--- src/rtl/dmem_arbiter.sv ---
// Two-port round-robin arbiter in front of a single-ported data memory.
// Each access runs IDLE (grant) -> ACCESS (memory strobe) -> RESP (done, load capture).
module dmem_arbiter #(
    parameter int ADDR_W = 32,
    parameter int DATA_W = 32
) (
    input  logic              clk,
    input  logic              rst,
    input  logic              req0,
    input  logic              req1,
    input  logic              we0,
    input  logic              we1,
    input  logic [ADDR_W-1:0] addr0,
    input  logic [ADDR_W-1:0] addr1,
    input  logic [DATA_W-1:0] wdata0,
    input  logic [DATA_W-1:0] wdata1,
    output logic              gnt0,
    output logic              gnt1,
    output logic              done0,
    output logic              done1,
    output logic [DATA_W-1:0] rdata0,
    output logic [DATA_W-1:0] rdata1,
    output logic              busy,
    output logic [ADDR_W-1:0] mem_addr,
    output logic [DATA_W-1:0] mem_wdata,
    output logic              mem_wr_en,
    output logic              mem_rd_en,
    input  logic [DATA_W-1:0] mem_rdata
);

    typedef enum logic [1:0] {IDLE, ACCESS, RESP} state_t;

    typedef struct packed {
        logic              port;
        logic              we;
        logic [ADDR_W-1:0] addr;
        logic [DATA_W-1:0] wdata;
    } txn_t;

    state_t            state_q, state_d;
    txn_t              txn_q, txn_d;
    logic              last_q, last_d;
    logic [DATA_W-1:0] rdata0_q, rdata0_d, rdata1_q, rdata1_d;
    logic              win;

    always_comb begin
        state_d   = state_q;
        txn_d     = txn_q;
        last_d    = last_q;
        rdata0_d  = rdata0_q;
        rdata1_d  = rdata1_q;
        gnt0      = 1'b0;
        gnt1      = 1'b0;
        done0     = 1'b0;
        done1     = 1'b0;
        mem_wr_en = 1'b0;
        mem_rd_en = 1'b0;
        // Under contention the port that did not win last time goes first.
        win = (req0 && req1) ? ~last_q : req1;

        case (state_q)
            IDLE: begin
                if (req0 || req1) begin
                    state_d     = ACCESS;
                    last_d      = win;
                    txn_d.port  = win;
                    txn_d.we    = win ? we1 : we0;
                    txn_d.addr  = win ? addr1 : addr0;
                    txn_d.wdata = win ? wdata1 : wdata0;
                    // Gated so a held request cannot show a grant while reset is low.
                    gnt0        = rst & ~win;
                    gnt1        = rst & win;
                end
            end
            ACCESS: begin
                mem_wr_en = txn_q.we;
                mem_rd_en = ~txn_q.we;
                state_d   = RESP;
            end
            RESP: begin
                done0 = ~txn_q.port;
                done1 = txn_q.port;
                if (!txn_q.we) begin
                    if (txn_q.port) rdata1_d = mem_rdata;
                    else            rdata0_d = mem_rdata;
                end
                state_d = IDLE;
            end
            default: state_d = IDLE;
        endcase
    end

    always_ff @(posedge clk or negedge rst) begin
        if (!rst) begin
            state_q  <= IDLE;
            txn_q    <= '0;
            last_q   <= 1'b1;
            rdata0_q <= '0;
            rdata1_q <= '0;
        end else begin
            state_q  <= state_d;
            txn_q    <= txn_d;
            last_q   <= last_d;
            rdata0_q <= rdata0_d;
            rdata1_q <= rdata1_d;
        end
    end

    assign busy      = (state_q != IDLE);
    assign mem_addr  = txn_q.addr;
    assign mem_wdata = txn_q.wdata;
    assign rdata0    = rdata0_q;
    assign rdata1    = rdata1_q;

endmodule

--- config.mk ---
export PLATFORM = sky130hd
export DESIGN_NAME = dmem_arbiter
export DESIGN_NICKNAME = d
export VERILOG_FILES = /design/src/rtl/dmem_arbiter.sv
export SDC_FILE = /design/constraint.sdc
export NUM_CORES = 1
export LEC_CHECK = 0
export ABC_AREA = 1
export BUFFER_PORTS_ARGS = -buffer_cell sky130_fd_sc_hd__buf_2
export CORE_MARGIN = 2
export CORE_UTILIZATION = 30
export DETAILED_ROUTE_END_ITERATION = 12
export GPL_TIMING_DRIVEN = 0
export PLACE_DENSITY = 0.66
export SYNTH_ARGS = -nofsm -noshare
export SYNTH_HDL_FRONTEND = slang
export SYNTH_SLANG_ARGS = --single-unit
--- constraint.sdc ---
create_clock -name clk -period 3.64 [get_ports clk]
set_clock_uncertainty 0.05 [all_clocks]
set_input_delay 0.182 -clock clk [delete_from_list [all_inputs] [get_ports clk]]
set_output_delay 0.182 -clock clk [all_outputs]
set_load 0.05 [all_outputs]
==> flow_metrics.env <==
export IMPL_status="completed"
export IMPL_grt_max_degree=70
export IMPL_synth_cells=889
export IMPL_hold_class="input pin to register"
export IMPL_ff2ff_path_depth=7
export IMPL_yosysUniqueCellTypes=17
export IMPL_p_switching_mw=5.33
export IMPL_powerDensity_nw_per_um2=1060
export IMPL_relSlewSlack=0.579
export IMPL_grt_use_total=0.173
export IMPL_fp_dieW_um=154
export IMPL_dp_slack_ns=1.65
export IMPL_vias=6714
export IMPL_clkTransAtPathRegs_ns=0.07
export IMPL_cts_tree="done"
export IMPL_multi_input_area_um2=2060
export IMPL_p_total_mw=10.1
export IMPL_holdPathStages=5
export IMPL_crit_required_ns=3.41
export IMPL_vias_per_cell=4.37
export IMPL_layout_common_cells="buf_2, nand2_1, inv_1"
export IMPL_ant_nets=0
export IMPL_drive_gt1_frac=0.348
export IMPL_ios=301
export IMPL_grt_pass1_wl_um=33200
export IMPL_power_leakage_nw=5.80
export IMPL_critPathArrivalTime_ns=2.29
export IMPL_seq_power_share=0.261
export IMPL_coreArea_um2=22000
export IMPL_cts_sinks=133
export IMPL_dieHeight_um=154
export IMPL_cts_resized=0
export IMPL_fmax_ghz=0.397
export IMPL_grt_pass1_vias=6609
export IMPL_rows=54
export IMPL_cts_hold_buf=35
export IMPL_postCtsSetupBuffers=0
export IMPL_fin_crit_ns=2.52
export IMPL_nFillCells=2229
export IMPL_maxCapViolations=0
export IMPL_nets=1410
export IMPL_cts_buffer_depth=2
export IMPL_rsz0062_at_grt="no"
export IMPL_cts_buffers=17
export IMPL_tightest_slew_ns=0.632
export IMPL_final_common_cell="buf_2"
export IMPL_drv_slew=0
export IMPL_fin_ws_ns=1.12
export IMPL_antenna_found_initial=0
export IMPL_swShare=0.526
export IMPL_synthToLayoutAreaGrowth_pct=41.6
export IMPL_setup_tns_ns=0
export IMPL_cp_start_kind="input pin"
export IMPL_setup_viol=0
export IMPL_wire_per_inst_um=13.4
export IMPL_seq_area_um2=3330
export IMPL_finalHoldViolations=0
export IMPL_synth_seq_cells=133
export IMPL_synth_top_area_share=0.488
export IMPL_drt_iter0_markers=327
export IMPL_syn_cell_area_um2=6770
export IMPL_power_frac_comb=0.570
export IMPL_synthTopCellsByArea="dfrtp_1, nand2_1, nand3_1, inv_1, buf_4"
export IMPL_crit_fanout=69
export IMPL_path_class="input pin to output pin"
export IMPL_htree_num_levels=4
export IMPL_dp_hpwl_um=15400
export IMPL_start_util=0.308
export IMPL_routed_wl_um=20600
export IMPL_place_gp_congestion=0.803
export IMPL_clkPwrFrac=0.169
export IMPL_first_pass_iters=4
export IMPL_dieArea_um2=23800
export IMPL_cts_root_buf="clkbuf_16"
export IMPL_portBuffers=300
export IMPL_cp_end_kind="output pin"
export IMPL_ys_warn_count=0
export IMPL_drc=0
export IMPL_peakVddDrop_uv=573
export IMPL_syn_nets=1055
export IMPL_grt_overflow=0
export IMPL_ys_seq_area_frac=0.492
export IMPL_internal_power_mw=4.80
export IMPL_clkLatencyLatePin_ns=0.41
export IMPL_yosysTopAreaCell="dfrtp_1"
export IMPL_syn_area_per_cell_um2=7.61
export IMPL_diodes=0
export IMPL_post_route_period_util=0.692
==> registers in the layout, indices dropped and copies added (netlist names) <==
| signal | cells |
|---|---|
| last_q | 1 |
| mem_addr | 32 |
| mem_wdata | 32 |
| rdata0 | 32 |
| rdata1 | 32 |
| state_q | 2 |
| txn_q | 2 |
==> metal layers <==
layer / global-route usage / wire length [µm]
met5: 0 / 0
met4: 0.0636 / 562
met3: 0.0322 / 1050
met2: 0.297 / 10100
met1: 0.219 / 8840
==> kinds of logic (layout without fill, tap and decap cells) <==
logic type             after synthesis  in the layout  share of synthesized area
AND/OR/NAND/NOR                    410            410                      0.257
AO/OA/AOI/OAI                       65             65                     0.0481
buffers and inverters              281            649                      0.203
flip-flops                         133            133                      0.492
==> synthesized netlist by cell type <==
cell / n
nand2_1: 264
inv_1: 167
dfrtp_1: 132
nand3_1: 130
buf_4: 66
o21ai_0: 65
buf_2: 22
clkbuf_1: 17
buf_6: 6
nor2_1: 6
inv_2: 3
nand2_2: 3
nor3_1: 3
nor2_4: 2
and3_1: 1
dfstp_2: 1
nand2_4: 1
==> metrics by stage <==
stage	hold slack, ns	instance area [µm²]	std cells	util
2_1_floorplan	-0.164	6770	889	-
3_3_place_gp	0.402	8620	1469	0.393
3_5_place_dp	0.172	8650	1470	0.394
4_1_cts	0.000182	9580	1537	0.436
5_1_grt	0.0139	9580	1537	0.436
6_report	0.0164	9580	1537	0.436
==> cell type report <==
cell class	instances	share of cell area
multi-input cells	475	0.215
flip-flops and latches	133	0.348
repair buffers	336	0.197
inverters	170	0.0666
clock inverters	14	0.0144
well taps	280	0.0366
plain buffers	111	0.0769
clock buffers	18	0.0458
==> power by group through the flow <==
stage / clock, mW / sequential, mW / combinational (mW)
6_report: 1.71 / 2.64 / 5.78
5_1_grt: 1.82 / 2.73 / 6.17
4_1_cts: 1.75 / 2.64 / 5.83
3_5_place_dp: 0 / 2.65 / 5.80
3_3_place_gp: 0 / 2.64 / 5.73
2_1_floorplan: 0 / 3.84 / 3.20
==> critical path, cell delays in order <==
cell,delay [ns]
dlygate4sd3_1,0.55
buf_6,0.48
buf_16,0.35
inv_1,0.10
nor3_1,0.23
buf_2,0.30
==> final timing paths <==
| kind | from | end | slack [ns] |
|---|---|---|---|
| max reg2reg | last_q | mem_wdata[3] | 1.94 |
| min reg2reg | state_q[1] | state_q[1] | 0.42 |
| min in group asynchronous | rst | rdata1[15] | 0.27 |
| min | addr0[13] | mem_addr[13] | 0.02 |
| max in group asynchronous | rst | last_q | 2.46 |
| max | rst | gnt1 | 1.12 |
Note: power is estimated with default switching activity, not from simulation.
